## src/rtl/mem_port_arbiter.sv

```systemverilog
// mem_port_arbiter: shares one single-port memory between fetch and data stages, data first with a fetch starvation guard
module mem_port_arbiter #(
    parameter int WIDTH        = 32,
    parameter int STARVE_LIMIT = 3
) (
    input  logic             clk,
    input  logic             rst,
    input  logic             if_req,
    input  logic [WIDTH-1:0] if_addr,
    output logic             if_done,
    output logic [WIDTH-1:0] if_rdata,
    input  logic             dm_req,
    input  logic             dm_we,
    input  logic [WIDTH-1:0] dm_addr,
    input  logic [WIDTH-1:0] dm_wdata,
    output logic             dm_done,
    output logic [WIDTH-1:0] dm_rdata,
    output logic             mem_req,
    output logic             mem_we,
    output logic [WIDTH-1:0] mem_addr,
    output logic [WIDTH-1:0] mem_wdata,
    input  logic [WIDTH-1:0] mem_rdata,
    input  logic             mem_ready,
    output logic             stall_if,
    output logic             stall_mem
);
    localparam int CW = $clog2(STARVE_LIMIT + 1);
    typedef enum logic [1:0] {IDLE, BUSY_IF, BUSY_DM} state_t;
    state_t state;
    logic [CW-1:0] starve_cnt;
    logic at_limit, grant_dm, grant_if;
    assign stall_if  = if_req & ~if_done;
    assign stall_mem = dm_req & ~dm_done;
    assign at_limit  = starve_cnt == CW'(STARVE_LIMIT);
    // a requester in its done cycle is masked, so the other side gets the free IDLE slot
    assign grant_dm  = stall_mem & (~stall_if | ~at_limit);
    assign grant_if  = stall_if & ~grant_dm;
    always_ff @(posedge clk) begin
        if (rst) begin
            state      <= IDLE;
            starve_cnt <= '0;
            mem_req    <= 1'b0;
            mem_we     <= 1'b0;
            mem_addr   <= '0;
            mem_wdata  <= '0;
            if_done    <= 1'b0;
            dm_done    <= 1'b0;
            if_rdata   <= '0;
            dm_rdata   <= '0;
        end else begin
            if_done <= 1'b0;
            dm_done <= 1'b0;
            case (state)
                IDLE: begin
                    if (grant_dm) begin
                        state      <= BUSY_DM;
                        mem_req    <= 1'b1;
                        mem_we     <= dm_we;
                        mem_addr   <= dm_addr;
                        mem_wdata  <= dm_wdata;
                        starve_cnt <= stall_if ? (at_limit ? starve_cnt : starve_cnt + 1'b1) : '0;
                    end else if (grant_if) begin
                        state      <= BUSY_IF;
                        mem_req    <= 1'b1;
                        mem_we     <= 1'b0;
                        mem_addr   <= if_addr;
                        mem_wdata  <= '0;
                        starve_cnt <= '0;
                    end
                end
                BUSY_IF: begin
                    if (mem_ready) begin
                        state    <= IDLE;
                        mem_req  <= 1'b0;
                        if_done  <= 1'b1;
                        if_rdata <= mem_rdata;
                    end
                end
                BUSY_DM: begin
                    if (mem_ready) begin
                        state    <= IDLE;
                        mem_req  <= 1'b0;
                        mem_we   <= 1'b0;
                        dm_done  <= 1'b1;
                        dm_rdata <= mem_rdata;
                    end
                end
                default: state <= IDLE;
            endcase
        end
    end
endmodule

```

## config.mk

```make
export PLATFORM = sky130hd
export DESIGN_NAME = mem_port_arbiter
export DESIGN_NICKNAME = d
export VERILOG_FILES = /design/src/rtl/mem_port_arbiter.sv
export SDC_FILE = /design/constraint.sdc
export NUM_CORES = 1
export LEC_CHECK = 0
export BUFFER_PORTS_ARGS = -buffer_cell sky130_fd_sc_hd__buf_2
export CAP_MARGIN = 0
export CORE_MARGIN = 2
export CORE_UTILIZATION = 42
export DETAILED_ROUTE_END_ITERATION = 12
export PLACE_DENSITY = 0.71
export SYNTH_ARGS = -nofsm -noshare
export SYNTH_HDL_FRONTEND = slang
export SYNTH_SLANG_ARGS = --single-unit
```

## constraint.sdc

```tcl
create_clock -name clk -period 1.8 [get_ports clk]
set_input_delay 0.18 -clock clk [delete_from_list [all_inputs] [get_ports clk]]
set_output_delay 0.18 -clock clk [all_outputs]
set_load 0.05 [all_outputs]
```

Word-level counts from Yosys, hierarchy flattened

Index checks and enable logic that the tools add are counted.
Widths: inputs -> output; s select.

Register bits: 136
Latch bits: 0
Memory bits (writable): 0
Bits in read-only memories: 0
Bits of input ports: 134
Output and inout bits: 134
Logic and storage cells: 64
Memories: 0

Add/sub/neg operators: 1
Multipliers: 0
Divide/modulo/power cells: 0
Order comparisons: 0
Equal/unequal tests: 7
Shift operators: 0
Muxes and demuxes: 20
Bitwise operators: 12
Reduce and logical (&&, ||, !) cells: 14

Operators by type and width:

| cell                | count |
|---|---|
| $mux 32             | 4 |
| $mux 2              | 7 |
| $reduce_and 3->1    | 3 |
| $reduce_and 2->1    | 4 |
| $not 1->1           | 7 |
| $mux 1              | 6 |
| $ne 3x3->1 const B  | 2 |
| $reduce_bool 2->1   | 3 |
| $reduce_or 2->1     | 3 |
| $and 1x1->1         | 4 |
| $eq 2x2->1 const B  | 2 |
| $pmux 1 s2          | 2 |
| $pmux 2 s2          | 1 |
| $add 2x1->2 const B | 1 |
| $eq 2x1->1 const B  | 1 |
| $logic_not 2->1     | 1 |
| $ne 2x1->1 const B  | 1 |
| $ne 2x2->1 const B  | 1 |
| $or 1x1->1          | 1 |

Longest topological paths before layout

Word-level depth: 10
Mapped depth: 7

Least setup slack after synthesis

OpenSTA, ideal clock, no wires.

Kind: reg-to-reg
From: register if_done
To: register mem_wdata[11]
Setup time: 87 ps
Arrival time: 1497 ps
Required time: 1713 ps
Setup slack: 216 ps
Stages on the path, launching flop included: 6
Buffers on the path: 2
Path through: dfxtp_1 nand3b_2 buf_2 clkbuf_1 nand3_1 o31ai_1

Word-level cells in the longest chain between the ends: 9

RTL lines:

| what                               | line | RTL |
|---|---|---|
| start, declared                    | 10   | `output logic if_done,` |
| start signal, assigned             | 46   | `if_done <= 1'b0;` |
| start signal, assigned             | 51   | `if_done <= 1'b0;` |
| start signal, assigned             | 75   | `if_done <= 1'b1;` |
| $not 1->1 *                        | 32   | `assign stall_if = if_req & ~if_done;` |
| $and 1x1->1 *                      | 32   |  |
| $not 1->1                          | 36   | `assign grant_dm = stall_mem & (~stall_if \| ~at_limit);` |
| $or 1x1->1                         | 36   |  |
| $and 1x1->1                        | 36   |  |
| $not 1->1                          | 37   | `assign grant_if = stall_if & ~grant_dm;` |
| $and 1x1->1                        | 37   |  |
| $reduce_bool 2->1 (no source line) | --   |  |
| $reduce_and 2->1 (no source line)  | --   |  |
| end signal, assigned               | 60   | `mem_wdata <= dm_wdata;` |
| end, declared                      | 21   | `output logic [WIDTH-1:0] mem_wdata,` |

Mark *: on every way between the ends. The rest lies on a longest branch, timed or not.
A chain may end at the register's enable or synchronous reset.

Worst setup path after layout

From: register dm_done
To: output stall_mem

Word-level cells in the longest chain between the ends: 2

RTL lines:

| what                   | line | RTL |
|---|---|---|
| start, declared        | 16   | `output logic dm_done,` |
| start signal, assigned | 47   | `dm_done <= 1'b0;` |
| start signal, assigned | 52   | `dm_done <= 1'b0;` |
| start signal, assigned | 84   | `dm_done <= 1'b1;` |
| $not 1->1              | 33   | `assign stall_mem = dm_req & ~dm_done;` |
| $and 1x1->1            | 33   |  |
| end, declared          | 25   | `output logic stall_mem` |

No other way between the ends.

==> flow_metrics.env <==
export IMPL_root_buffer="clkbuf_16"
export IMPL_cts_num_sinks=136
export IMPL_routed_via_count=6050
export IMPL_ys_ff_latch=136
export IMPL_numCtsBuffers=17
export IMPL_globalplace_congestion=0.854
export IMPL_yosysMostFrequentCell="dfxtp_1"
export IMPL_io_pins=268
export IMPL_num_antenna_cells=0
export IMPL_async_reset_ff_frac=0
export IMPL_avgViaCountPerCell=5.13
export IMPL_crit_fanout=6
export IMPL_synth_cells=656
export IMPL_synth_top_area_cell="dfxtp_1"
export IMPL_synth_xor_area_frac=0
export IMPL_worst_setup_path_type="reg2out"
export IMPL_synth_mux_area_frac=0.00183
export IMPL_grt_pass1_vias=6015
export IMPL_critPathCaptureType="primary output"
export IMPL_status="completed"
export IMPL_clockBufferDepth=2
export IMPL_worst_slack_ps=142
export IMPL_start_util=0.433
export IMPL_track_usage=0.263
export IMPL_ir_drop_mv=0.695
export IMPL_h_tree_depth=4
export IMPL_dp_hpwl_mm=11.0
export IMPL_setup_violations=0
export IMPL_cts_tree="done"
export IMPL_maxSlewHeadroom=0.654
export IMPL_powerDensity_nw_per_um2=1020
export IMPL_syn_nets=795
export IMPL_synth_area_top_cells="dfxtp_1, nand2_1, nand3_1"
export IMPL_synthFlopType="dfxtp_1"
export IMPL_synth_simple_gate_area_frac=0.203
export IMPL_whs_ps=12.7
export IMPL_rows=41
export IMPL_dr_pass1_iters=7
export IMPL_syn_to_final_growth_pct=53.8
export IMPL_die_h_um=118
export IMPL_drive_gt1_frac=0.321
export IMPL_max_freq_mhz=603
export IMPL_setup_tns_ps=0
export IMPL_port_buffers=267
export IMPL_synth_edf_count=0
export IMPL_drc=0
export IMPL_arrival_ps=1480
export IMPL_die_w_um=118
export IMPL_cts_clk_slew_worst_paths_ps=60
export IMPL_yosysUniqueCellTypes=33
export IMPL_drv_slew=0
export IMPL_avgSynthCellArea_sq_um=8.35
export IMPL_grt_pass1_wl_mm=29.9
export IMPL_skew_ps=11.0
export IMPL_ys_seq_area_frac=0.497
export IMPL_synth_warnings=0
export IMPL_grt_max_degree=105
export IMPL_hold_viol_final=0
export IMPL_clk_latency_ps=420
export IMPL_rsz0062_at_grt="no"
export IMPL_antenna_found_initial=0
export IMPL_crit_required_ps=1620
export IMPL_r2r_cells=7
export IMPL_leakagePower_nw=3.73
export IMPL_synth_top_cell_area_share=0.497
export IMPL_drt_total_wl_mm=18.6
export IMPL_drt_initial_drc_count=387
export IMPL_synth_top_family_by_area="simple AND/OR/NAND/NOR gates"
export IMPL_dp_cells=1052
export IMPL_die_area_sq_um=14000
export IMPL_period_share=0.921
export IMPL_ant_nets=0
export IMPL_synth_compound_area_frac=0.176
export IMPL_stdcell_count=1180
export IMPL_worst_pin_slew_ps=519
export IMPL_core_area_sq_um=12700
export IMPL_min_period_ps=1660
export IMPL_synth_common_cells="dfxtp_1, nand2_1, nand3_1"
export IMPL_syn_area_sq_um=5480
export IMPL_dpl_cell_area_sq_um=6900
export IMPL_grt_overflow_total=0
export IMPL_yosys_area_share_adder=0.0114
export IMPL_pre_cts_ws_ps=13.5
export IMPL_wl_per_cell_um=15.8
export IMPL_startpoint_type="flop"
export IMPL_final_nets=1134
export IMPL_final_area_sq_um=8430
export IMPL_whs_path_depth=3
export IMPL_hold_path_class="in2reg"
export IMPL_drv_cap=0
state kept, by name (all words and copies together) (netlist names):
register,cells
dm_done,1
dm_rdata,32
if_done,1
if_rdata,32
mem_addr,32
mem_req,1
mem_wdata,32
mem_we,1
starve_cnt,2
state,2
routing by layer:
metal	vias to the layer above	share of wire	global-route usage
li1	2901	-	-
met1	2780	0.39	0.298
met2	301	0.49	0.444
met3	68	0.081	0.0801
met4	0	0.041	0.135
met5	-	0	0
stage by stage:
| step | utilization | total power [mW] |
|---|---|---|
| after global routing | 0.665 | 8.97 |
| after global placement | 0.544 | 5.18 |
| final | 0.665 | 8.63 |
| after CTS | 0.665 | 8.68 |
| after detailed placement | 0.544 | 5.20 |
| after floorplan | - | 4.70 |
area by class of cell:
type,count,area [sq um]
Sequential cell,136,2720
Clock inverter,12,119
Inverter,71,267
Clock buffer,20,447
Tap cell,172,215
Fill cell,1051,4240
Multi-Input combinational cell,391,2160
Timing Repair Buffer,378,2500
worst max-delay path, stage by stage, from the launching register on:
cell	delay, ps
dfxtp_1	350
nand2b_1	280
inv_1	150
buf_2	290
worst paths after layout:
kind / slack, ps / startpoint / end
min: 10 / if_addr[9] / mem_addr[9]
max reg2reg: 150 / state[0] / mem_addr[17]
max: 140 / dm_done / stall_mem
min reg2reg: 450 / if_rdata[10] / if_rdata[10]
what timing repair did:
action | 4_1_cts | 5_1_grt
buffers inserted | 0 | 0
endpoints found under the hold margin | 95 | 0
hold buffers | 96 | 0
resized for setup | 0 | 2
endpoints found under the setup margin | 0 | 33
placed cells by master, fill, tap and decap left out, drive strengths merged, types with 2 or more instances in the layout:
master | netlist | layout
clkbuf | 23 | 20
dlygate4sd3 | 0 | 96
dfxtp | 136 | 136
and2 | 2 | 2
buf | 35 | 282
and4bb | 2 | 2
nor2 | 3 | 3
clkinv | 0 | 3
a21oi | 64 | 64
inv | 71 | 74
o31ai | 34 | 34
nand2 | 132 | 132
nand3 | 97 | 97
ha | 5 | 5
o32ai | 2 | 2
o311ai | 32 | 32
nand2b | 5 | 5
nand4 | 3 | 3
clkinvlp | 0 | 5
cell families after synthesis:
family                   Yosys count
AO/OA/AOI/OAI                    137
multiplexers                       1
adder cells (fa/ha/maj)            5
flip-flops                       136
buffers and inverters            129
AND/OR/NAND/NOR                  248
power by group:
| part | switching (mW) | leakage [nW] | internal [mW] |
|---|---|---|---|
| registers | 0.108 | 1.11 | 3.22 |
| logic | 1.37 | 2.36 | 0.636 |
| clock network | 1.35 | 0.261 | 1.95 |
| total | 2.82 | 3.73 | 5.81 |
Note: power is estimated with default switching activity, not from simulation.
